**src/rtl/mbist_pkg.sv**
```systemverilog
// Shared definitions for the March C- memory BIST: FSM states and the march element table.
package mbist_pkg;

  localparam int NUM_ELEM = 6;

  typedef enum logic [1:0] {
    ST_IDLE,
    ST_RUN,
    ST_DRAIN,
    ST_DONE
  } state_e;

  // One march element. A two-op element always reads first, then writes.
  typedef struct packed {
    logic down;    // 1: addresses count from the top down to 0
    logic has_rd;  // element contains a read
    logic has_wr;  // element contains a write
    logic rd_val;  // expected read value: 0 -> BG, 1 -> ~BG
    logic wr_val;  // written value:       0 -> BG, 1 -> ~BG
  } elem_t;

  // March C-: {w0} up(r0,w1) up(r1,w0) down(r0,w1) down(r1,w0) {r0}
  function automatic elem_t elem_info(input logic [2:0] idx);
    elem_t e;
    e = '0;
    case (idx)
      3'd0: e = '{down: 1'b0, has_rd: 1'b0, has_wr: 1'b1, rd_val: 1'b0, wr_val: 1'b0};
      3'd1: e = '{down: 1'b0, has_rd: 1'b1, has_wr: 1'b1, rd_val: 1'b0, wr_val: 1'b1};
      3'd2: e = '{down: 1'b0, has_rd: 1'b1, has_wr: 1'b1, rd_val: 1'b1, wr_val: 1'b0};
      3'd3: e = '{down: 1'b1, has_rd: 1'b1, has_wr: 1'b1, rd_val: 1'b0, wr_val: 1'b1};
      3'd4: e = '{down: 1'b1, has_rd: 1'b1, has_wr: 1'b1, rd_val: 1'b1, wr_val: 1'b0};
      3'd5: e = '{down: 1'b0, has_rd: 1'b1, has_wr: 1'b0, rd_val: 1'b0, wr_val: 1'b0};
      default: e = '0;
    endcase
    return e;
  endfunction

endpackage

```
**src/rtl/mbist_addr_gen.sv**
```systemverilog
// Up/down address generator. The internal count always runs 0..max; a down
// element sees the bitwise inverse, so "last" never depends on direction.
module mbist_addr_gen #(
  parameter int ADDR_W = 6
) (
  input  logic              clk,
  input  logic              rst,
  input  logic              clear,
  input  logic              step,
  input  logic              dir,
  output logic [ADDR_W-1:0] addr,
  output logic              last
);

  logic [ADDR_W-1:0] cnt_q, cnt_d;

  // Next count: clear has priority over step.
  always_comb begin
    // NOTE: assign a default first so every path drives cnt_d and no latch is inferred.
    cnt_d = cnt_q;
    if (clear) begin
      cnt_d = '0;
    end else if (step) begin
      cnt_d = cnt_q + ADDR_W'(1);
    end
  end

  // Count register with synchronous active-low reset.
  always_ff @(posedge clk) begin
    // NOTE: sequential state uses non-blocking assignments only.
    if (!rst) begin
      cnt_q <= '0;
    end else begin
      cnt_q <= cnt_d;
    end
  end

  assign addr = dir ? ~cnt_q : cnt_q;
  assign last = &cnt_q;

endmodule

```
**src/rtl/mbist_march.sv**
```systemverilog
// March C- memory BIST controller with normal-mode SRAM pass-through and
// sticky failure logging (first failing address/element, saturating count).
module mbist_march
  import mbist_pkg::*;
#(
  parameter int               ADDR_W = 6,
  parameter int               DATA_W = 8,
  parameter logic [DATA_W-1:0] BG    = '0
) (
  input  logic              clk,
  input  logic              rst,
  input  logic              start,
  input  logic              abort,
  input  logic              csin,
  input  logic              rwbarin,
  input  logic [ADDR_W-1:0] address,
  input  logic [DATA_W-1:0] datain,
  output logic              ram_cs,
  output logic              ram_rwbar,
  output logic [ADDR_W-1:0] ram_addr,
  output logic [DATA_W-1:0] ram_din,
  input  logic [DATA_W-1:0] ram_dout,
  output logic              busy,
  output logic              done,
  output logic              fail,
  output logic [ADDR_W-1:0] fail_addr,
  output logic [2:0]        fail_elem,
  output logic [7:0]        fail_cnt
);

  state_e            state_q, state_d;
  logic [2:0]        elem_q, elem_d;
  logic              phase_q, phase_d;
  logic              pend_q, pend_d;
  logic [DATA_W-1:0] exp_q, exp_d;
  logic [ADDR_W-1:0] cmp_addr_q, cmp_addr_d;
  logic [2:0]        cmp_elem_q, cmp_elem_d;
  logic              fail_q, fail_d;
  logic [7:0]        fail_cnt_q, fail_cnt_d;
  logic [ADDR_W-1:0] fail_addr_q, fail_addr_d;
  logic [2:0]        fail_elem_q, fail_elem_d;

  elem_t             cur;
  logic              op_rd, addr_done, start_ok, abort_hit, mismatch;
  logic              gen_clear, gen_step, gen_last;
  logic [ADDR_W-1:0] gen_addr;

  assign cur       = elem_info(elem_q);
  assign busy      = (state_q == ST_RUN) || (state_q == ST_DRAIN);
  assign done      = (state_q == ST_DONE);
  assign op_rd     = !phase_q && cur.has_rd;
  assign addr_done = phase_q || !(cur.has_rd && cur.has_wr);
  assign start_ok  = start && !busy;
  assign abort_hit = abort && busy;

  mbist_addr_gen #(.ADDR_W(ADDR_W)) u_addr_gen (
    .clk   (clk),
    .rst   (rst),
    .clear (gen_clear),
    .step  (gen_step),
    .dir   (cur.down),
    .addr  (gen_addr),
    .last  (gen_last)
  );

  // Sequencer: state, element and op phase; drives the address generator.
  always_comb begin
    state_d   = state_q;
    elem_d    = elem_q;
    phase_d   = phase_q;
    gen_clear = 1'b0;
    gen_step  = 1'b0;
    case (state_q)
      ST_IDLE, ST_DONE: begin
        if (start) begin
          state_d   = ST_RUN;
          elem_d    = '0;
          phase_d   = 1'b0;
          gen_clear = 1'b1;
        end
      end
      ST_RUN: begin
        if (abort) begin
          state_d = ST_IDLE;
        end else if (!addr_done) begin
          phase_d = 1'b1;
        end else begin
          phase_d = 1'b0;
          if (gen_last) begin
            gen_clear = 1'b1;
            if (elem_q == 3'(NUM_ELEM - 1)) begin
              state_d = ST_DRAIN;
            end else begin
              elem_d = elem_q + 3'd1;
            end
          end else begin
            gen_step = 1'b1;
          end
        end
      end
      ST_DRAIN: state_d = abort ? ST_IDLE : ST_DONE;
      default:  state_d = ST_IDLE;
    endcase
  end

  // SRAM port mux: test values while busy (and not in reset), otherwise pass-through.
  always_comb begin
    ram_cs    = csin;
    ram_rwbar = rwbarin;
    ram_addr  = address;
    ram_din   = datain;
    if (busy && rst) begin
      ram_cs    = 1'b1;
      ram_rwbar = (state_q == ST_DRAIN) || op_rd;
      ram_addr  = gen_addr;
      ram_din   = cur.wr_val ? ~BG : BG;
    end
  end

  // Read pipeline and failure log: compare one cycle after each test read.
  always_comb begin
    pend_d      = (state_q == ST_RUN) && op_rd && !abort;
    exp_d       = cur.rd_val ? ~BG : BG;
    cmp_addr_d  = gen_addr;
    cmp_elem_d  = elem_q;
    mismatch    = pend_q && !abort_hit && (ram_dout != exp_q);
    fail_d      = fail_q;
    fail_cnt_d  = fail_cnt_q;
    fail_addr_d = fail_addr_q;
    fail_elem_d = fail_elem_q;
    if (start_ok) begin
      fail_d      = 1'b0;
      fail_cnt_d  = '0;
      fail_addr_d = '0;
      fail_elem_d = '0;
    end else if (mismatch) begin
      fail_d = 1'b1;
      if (fail_cnt_q != 8'hFF) begin
        fail_cnt_d = fail_cnt_q + 8'd1;
      end
      if (!fail_q) begin
        fail_addr_d = cmp_addr_q;
        fail_elem_d = cmp_elem_q;
      end
    end
  end

  // All controller registers, synchronous active-low reset.
  always_ff @(posedge clk) begin
    if (!rst) begin
      state_q     <= ST_IDLE;
      elem_q      <= '0;
      phase_q     <= 1'b0;
      pend_q      <= 1'b0;
      exp_q       <= '0;
      cmp_addr_q  <= '0;
      cmp_elem_q  <= '0;
      fail_q      <= 1'b0;
      fail_cnt_q  <= '0;
      fail_addr_q <= '0;
      fail_elem_q <= '0;
    end else begin
      state_q     <= state_d;
      elem_q      <= elem_d;
      phase_q     <= phase_d;
      pend_q      <= pend_d;
      exp_q       <= exp_d;
      cmp_addr_q  <= cmp_addr_d;
      cmp_elem_q  <= cmp_elem_d;
      fail_q      <= fail_d;
      fail_cnt_q  <= fail_cnt_d;
      fail_addr_q <= fail_addr_d;
      fail_elem_q <= fail_elem_d;
    end
  end

  assign fail      = fail_q;
  assign fail_cnt  = fail_cnt_q;
  assign fail_addr = fail_addr_q;
  assign fail_elem = fail_elem_q;

endmodule

```
**config.mk**
```make
export PLATFORM = sky130hd
export DESIGN_NAME = mbist_march
export DESIGN_NICKNAME = d
export VERILOG_FILES = /design/src/rtl/mbist_pkg.sv /design/src/rtl/mbist_addr_gen.sv /design/src/rtl/mbist_march.sv
export SDC_FILE = /design/constraint.sdc
export NUM_CORES = 1
export LEC_CHECK = 0
export BUFFER_PORTS_ARGS = -buffer_cell sky130_fd_sc_hd__buf_4
export CORE_UTILIZATION = 40
export CTS_CLUSTER_SIZE = 14
export DETAILED_ROUTE_END_ITERATION = 6
export PLACE_DENSITY = 0.67
export SLEW_MARGIN = 40
export SYNTH_ARGS = -nofsm -noshare
export SYNTH_HDL_FRONTEND = slang
export SYNTH_SLANG_ARGS = --single-unit
```
**constraint.sdc**
```tcl
create_clock -name clk -period 2.4 [get_ports clk]
set_input_delay 0.36 -clock clk [delete_from_list [all_inputs] [get_ports clk]]
set_output_delay 0.36 -clock clk [all_outputs]
set_load 0.005 [all_outputs]
```
==> impl_metrics.env, run 1 <==
export IMPL_status="completed"
export IMPL_dieWidth_um=76.1
export IMPL_clock_path_buffers=2
export IMPL_clkSinkCount=41
export IMPL_synth_ff_type="dfxtp_1"
export IMPL_final_common_cell="buf_4"
export IMPL_first_global_vias=1902
export IMPL_n_fill_cell=507
export IMPL_wl_per_cell_um=12.3
export IMPL_ys_seq_area_share_pct=37.4
export IMPL_io_buffers=63
export IMPL_r2r_slack_ps=300
export IMPL_gp_congestion=0.853
export IMPL_final_nets=377
export IMPL_min_path_type="in -> reg"
export IMPL_relSlewSlack_pct=66.7
export IMPL_tightestPinTransition_ps=496
export IMPL_die_area_um2=5790
export IMPL_period_share_pct=92.1
export IMPL_ff2ff_path_depth=8
export IMPL_htreeDepth=2
export IMPL_drt_iter0_markers=92
export IMPL_multi_input_area_um2=1310
export IMPL_syn_num_nets=311
export IMPL_insertion_delay_ps=290
export IMPL_netlist_area_um2=2190
export IMPL_p_leak_uw=0.00126
export IMPL_fin_skew_ps=2.64
export IMPL_placed_area_um2=2750
export IMPL_rsz0062_at_grt="no"
export IMPL_drv_slew=0
export IMPL_synth_edff_count=0
export IMPL_final_cell_mix="67 x buf_4, 49 x nand2_1, 39 x dfxtp_1"
export IMPL_crit_required_ps=2040
export IMPL_ctsRootBufferMaster="clkbuf_8"
export IMPL_ant_nets=0
export IMPL_holdWs_ps=389
export IMPL_layout_drive_gt1_share_pct=28.3
export IMPL_avgSynthCellArea_um2=8.16
export IMPL_async_flop_share_pct=0
export IMPL_setup_violations=0
export IMPL_ys_ff_latch=41
export IMPL_syn2layout_area_growth_pct=32.7
export IMPL_critPathMaxFanout=8
export IMPL_power_density_nw_per_um2=555
export IMPL_fmax_mhz=452
export IMPL_numCtsBuffers=5
export IMPL_grt_pass1_wl_um=8650
export IMPL_core_um2=5200
export IMPL_cts_clk_slew_worst_paths_ps=80
export IMPL_firstDrtPassIters=4
export IMPL_die_h_um=76.1
export IMPL_io_pins=64
export IMPL_synth_top_area_share_pct=37.4
export IMPL_post_cts_buffers=0
export IMPL_syn_inst=269
export IMPL_fin_crit_ps=2210
export IMPL_ys_types=48
export IMPL_finalPower_uw=1620
export IMPL_routed_via_density=5.00
export IMPL_wl_um=4980
export IMPL_start_util_pct=42.2
export IMPL_cp_end_kind="primary output"
export IMPL_synth_area_leaders="dfxtp_1 37%, nand2_1 8.6%, ha_1 8.0%"
export IMPL_cap_violations=0
export IMPL_report_final_hold_viol_count=0
export IMPL_arrival_ps=1850
export IMPL_via_count=2032
export IMPL_grt_max_degree=26
export IMPL_n_antenna_cell=0
export IMPL_synth_top_area_cell="dfxtp_1"
export IMPL_grt_overflow=0
export IMPL_holdPathStages=4
export IMPL_hpwlAfterDp_um=3880
export IMPL_cp_start_kind="register"
export IMPL_drc=0
export IMPL_final_setup_tns_ps=0
export IMPL_rows=26
export IMPL_ff_latch_area_um2=823
export IMPL_cts_tree="done"
export IMPL_cts_hold_buf=0
export IMPL_peakVddDrop_uv=464
export IMPL_antenna_found_initial=0
export IMPL_grtUsageTotal_pct=18.1
export IMPL_criticalPathCategory="reg -> out"
export IMPL_stdcell_area_um2=2910
export IMPL_ys_warn_count=0
-- cell families (layout without fill, tap and decap cells) --
group | count (synthesis) | in the layout | synth area share [%]
and+or+nand+nor | 131 | 131 | 29.4
AOI/OAI and AO/OA | 47 | 47 | 14.3
DFF | 41 | 41 | 37.4
buffers and inverters | 20 | 87 | 3.82
adders and majority gates | 14 | 14 | 7.98
xor gates and xnor gates | 11 | 11 | 4.39
muxes | 5 | 5 | 2.74
-- area by class of cell --
| class | instances | area share, % |
|---|---|---|
| multi-input combinational | 208 | 44.9 |
| sequential | 41 | 28.3 |
| timing repair buffer | 68 | 17.7 |
| tap | 70 | 3.01 |
| clock buffer | 5 | 2.36 |
| clock inverter | 3 | 2.36 |
| inverter | 11 | 1.42 |
-- path summary, 6_finish.rpt --
| path | endpoint | from |
|---|---|---|
| max | ram_addr[4] | cmp_elem_d[2] |
| min | state_q[1] | abort |
| max reg2reg | u_addr_gen.cnt_q[1] | cmp_elem_d[0] |
| min reg2reg | fail_addr[4] | cmp_addr_q[4] |
-- layer usage --
layer | part of all wire, % | GRT usage (%)
met5 | 0 | 0
met4 | 1.2 | 6.15
met3 | 3.3 | 3.35
met2 | 48 | 29.8
met1 | 48 | 23.8
-- power by group --
| part | leakage, uW | internal (uW) | total (uW) | switching [uW] |
|---|---|---|---|---|
| clock | 0.0000687 | 419 | 669 | 250 |
| sequential | 0.000331 | 685 | 691 | 5.66 |
| combinational | 0.000862 | 119 | 256 | 137 |
| total | 0.00126 | 1220 | 1620 | 393 |
-- worst max-delay path, cell delays in order (launching register included) --
cell and delay (ps):
dfxtp_2 420, inv_1 120, ha_1 250, a21oi_1 130
buf_4 170, xor2_1 200, o21ai_0 110, buf_4 140
-- timing repair --
| item | CTS | global route |
|---|---|---|
| gates resized for setup | 2 | 5 |
| pin swaps | 0 | 0 |
| setup endpoints to repair | 11 | 14 |
-- cell usage after synthesis (all sizes together) (2+ instances only) --
cell type	count
clkbuf	7
buf	2
a41o	2
nand2b	4
o211ai	2
nor2b	2
inv	10
or4	5
dfxtp	41
nor4	4
a211oi	2
o21ai	24
xnor2	5
nor3	9
or3	3
nand3	18
xor2	6
nand4	5
nor2	26
a21oi	8
or2	2
mux2	2
mux2i	3
ha	14
and3	2
nand2	50
-- through the flow --
step / utilization, % / instances / setup slack [ps]
6_report: 55.9 / 406 / 189
5_1_grt: 55.9 / 406 / 4.90
4_1_cts: 55.7 / 406 / 24.8
3_5_place_dp: 52.9 / 398 / 175
3_3_place_gp: 52.9 / 398 / 218
2_1_floorplan: - / 269 / 347
-- state kept, by name, summed over array words and instances (netlist names), 2 cells and up --
register	count
state_q	2
fail_cnt	8
cmp_addr_q	6
cmp_elem_q	3
u_addr_gen.cnt_q	6
fail_elem	3
fail_addr	6
cmp_elem_d	3
(Power assumes the default switching activity.)
==> run 2: changes to the inputs <==
--- a/config.mk
+++ b/config.mk
@@ -9,8 +9,9 @@
 export CORE_UTILIZATION = 40
 export CTS_CLUSTER_SIZE = 14
 export DETAILED_ROUTE_END_ITERATION = 6
-export PLACE_DENSITY = 0.67
+export PLACE_DENSITY = 0.68
 export SLEW_MARGIN = 40
 export SYNTH_ARGS = -nofsm -noshare
 export SYNTH_HDL_FRONTEND = slang
+export SYNTH_HIERARCHICAL = 1
 export SYNTH_SLANG_ARGS = --single-unit
==> run 2 against run 1 <==
The flow now finishes with violations (negative setup slack). Cell area fell by 1.3%. Clock power down 30%. Fmax fell by 9.9%. Clock-buffer cell count up 1. Global-route usage grew 0.53 points. Register-to-register slack worse by 70 ps. Clock skew shrank 0.99 ps. Sequential power barely moved. Worst hold slack better by 32 ps.
==> impl_metrics.env, run 2 <==
export IMPL_pwr_share_clk_pct=32.9
export IMPL_htreeDepth=2
export IMPL_crit_start="cmp_elem_d[1]"
export IMPL_ys_warn_count=6
export IMPL_p_comb_share_pct=18.4
export IMPL_first_global_vias=1785
export IMPL_core_um2=5110
export IMPL_rsz0062_at_grt="yes"
export IMPL_layout_drive_gt1_share_pct=32.3
export IMPL_crit_required_ps=2040
export IMPL_stdcell_area_um2=2870
export IMPL_grt_max_degree=19
export IMPL_intPower_uw=1050
export IMPL_hpwlAfterDp_um=3610
export IMPL_synth_area_leaders="dfxtp_1 39%, ha_1 5.9%, nand2_1 4.8%"
export IMPL_placed_area_um2=2670
export IMPL_ys_types=47
export IMPL_via_count=1999
export IMPL_dieWidth_um=74.9
export IMPL_p_sw_share_pct=25.7
export IMPL_syn2layout_area_growth_pct=35.0
export IMPL_synth_common_cells="41 x dfxtp_1, 27 x nand2_1, 21 x nor2_1"
export IMPL_multi_input_area_um2=1270
export IMPL_drv_slew=0
export IMPL_final_common_cell="buf_4"
export IMPL_firstDrtPassIters=4
export IMPL_cts_clk_slew_worst_paths_ps=80
export IMPL_gp_congestion=0.875
export IMPL_cts_tree="done"
export IMPL_grt_overflow=0
export IMPL_clock_path_buffers=2
export IMPL_criticalPathCategory="reg -> out"
export IMPL_status="finished, violations left"
export IMPL_tightestPinTransition_ps=497
export IMPL_yosysMostFrequentCell="dfxtp_1"
export IMPL_failed_checks="negative setup slack"
export IMPL_finalPower_uw=1420
export IMPL_finalNonFillerCells=392
export IMPL_power_density_nw_per_um2=494
export IMPL_cp_end_kind="primary output"
export IMPL_final_cell_mix="70 x buf_4, 39 x dfxtp_1, 26 x nand2_1"
export IMPL_relSlewSlack_pct=66.9
export IMPL_synth_ff_type="dfxtp_1"
export IMPL_netSwitchingPower_uw=365
export IMPL_final_setup_worst_slack_ps=-53.4
export IMPL_fin_crit_ps=2450
export IMPL_n_fill_cell=481
export IMPL_synth_top_area_cell="dfxtp_1"
export IMPL_start_util_pct=41.7
export IMPL_io_pins=64
export IMPL_ctsRootBufferMaster="clkbuf_8"
export IMPL_antenna_found_initial=0
export IMPL_ant_nets=0
export IMPL_min_path_type="in -> reg"
export IMPL_n_antenna_cell=0
export IMPL_ff_latch_area_um2=828
export IMPL_holdWs_ps=422
export IMPL_report_final_hold_viol_count=0
export IMPL_grt_pass1_wl_um=7890
export IMPL_io_buffers=63
export IMPL_period_share_pct=102
export IMPL_drc=0
export IMPL_netlist_area_um2=2130
export IMPL_place_inst=381
export IMPL_routed_via_density=5.10
export IMPL_clkSinkCount=41
export IMPL_synth_edff_count=0
export IMPL_ys_seq_area_share_pct=38.6
export IMPL_fin_skew_ps=1.65
export IMPL_rows=26
export IMPL_seq_power_share_pct=48.6
export IMPL_final_nets=359
export IMPL_cp_start_kind="register"
export IMPL_insertion_delay_ps=290
export IMPL_fmax_mhz=408
export IMPL_die_area_um2=5620
export IMPL_die_h_um=74.9
export IMPL_avgSynthCellArea_um2=8.41
export IMPL_min_from="rst"
export IMPL_largest_reg_flops=8
export IMPL_drt_iter0_markers=75
export IMPL_ys_ff_latch=41
export IMPL_syn_num_nets=291
export IMPL_critPathMaxFanout=6
export IMPL_synth_top_area_share_pct=38.6
export IMPL_wl_um=4920
export IMPL_async_flop_share_pct=0
export IMPL_numCtsBuffers=5
export IMPL_setup_violations=6
export IMPL_arrival_ps=2090
export IMPL_r2r_start="cmp_elem_d[1]"
export IMPL_syn_inst=253
export IMPL_final_setup_tns_ps=-178
export IMPL_wl_per_cell_um=12.5
export IMPL_peakVddDrop_uv=196
export IMPL_cap_violations=0
export IMPL_p_leak_uw=0.00127
export IMPL_grtUsageTotal_pct=18.6
run 2: changes by cell type after synthesis, sizes merged, moves of 5 or more:
cell,previous run,this run
o21ai,24,16
nor2,26,21
a21oi,8,15
buf,2,8
and2,0,6
nand2,50,27
a21o,0,8
run 2: worst paths after layout:
| path | endpoint | slack [ps] | cells after the start |
|---|---|---|---|
| max | ram_addr[1] | -50 | 8 |
| min | cmp_elem_q[2] | 420 | 3 |
| max reg2reg | u_addr_gen/cnt_q[5] | 230 | 9 |
| min reg2reg | fail_addr[3] | 440 | 2 |
run 2: kinds of logic (layout without fill, tap and decap cells):
family                   count (synthesis)  count (layout)  synth area share [%]
flip-flops                              41              41                  38.6
adder cells (fa/ha/maj)                 10              10                  5.88
AO/OA/AOI/OAI                           53              53                  15.5
buffers and inverters                   23              92                  5.35
multiplexers                             9               9                  4.76
XOR/XNOR                                11              11                  4.53
AND/OR/NAND/NOR                        106             106                  25.5
run 2: stage by stage:
stage	util [%]	setup slack (ps)
final	56.3	-53.4
after global routing	56.3	-148
after CTS	55.8	-21.0
after detailed placement	52.2	129
after global placement	52.2	163
after floorplan	-	284
run 2: area by class of cell:
type / count / share of cell area (%)
multi-input cells: 189 / 44.1
flip-flops and latches: 41 / 28.8
repair buffers: 72 / 19.1
well taps: 70 / 3.05
clock buffers: 6 / 2.87
inverters: 12 / 1.57
clock inverters: 2 / 0.479
run 2: worst max-delay path, stage by stage (launching register included):
cell and delay, ps:
dfxtp_4 370, ha_4 170, ha_4 150, nor3_2 150, nor2_1 60, o22a_2 270, xor2_1 180, mux2_2 290
buf_4 140
run 2: repair_timing:
| action | in CTS | in global routing |
|---|---|---|
| hold buffers | 0 | 0 |
| pin swaps | 5 | 1 |
| resized for setup | 16 | 7 |
| buffers inserted | 3 | 0 |
| setup endpoints to repair | 14 | 16 |
run 2: metal layers:
metal / vias to the layer above / global-route usage (%) / routed length, um
li1: 1022 / - / -
met1: 926 / 22.4 / 2270
met2: 46 / 31.8 / 2390
met3: 5 / 4.69 / 192
met4: 0 / 7.55 / 67
met5: - / 0 / 0
run 2: power by group through the flow:
stage | registers (uW) | logic, uW | clock network, uW
3_5_place_dp | 708 | 248 | 0
4_1_cts | 691 | 257 | 490
2_1_floorplan | 707 | 139 | 0
3_3_place_gp | 709 | 246 | 0
5_1_grt | 692 | 285 | 520
6_report | 690 | 261 | 467
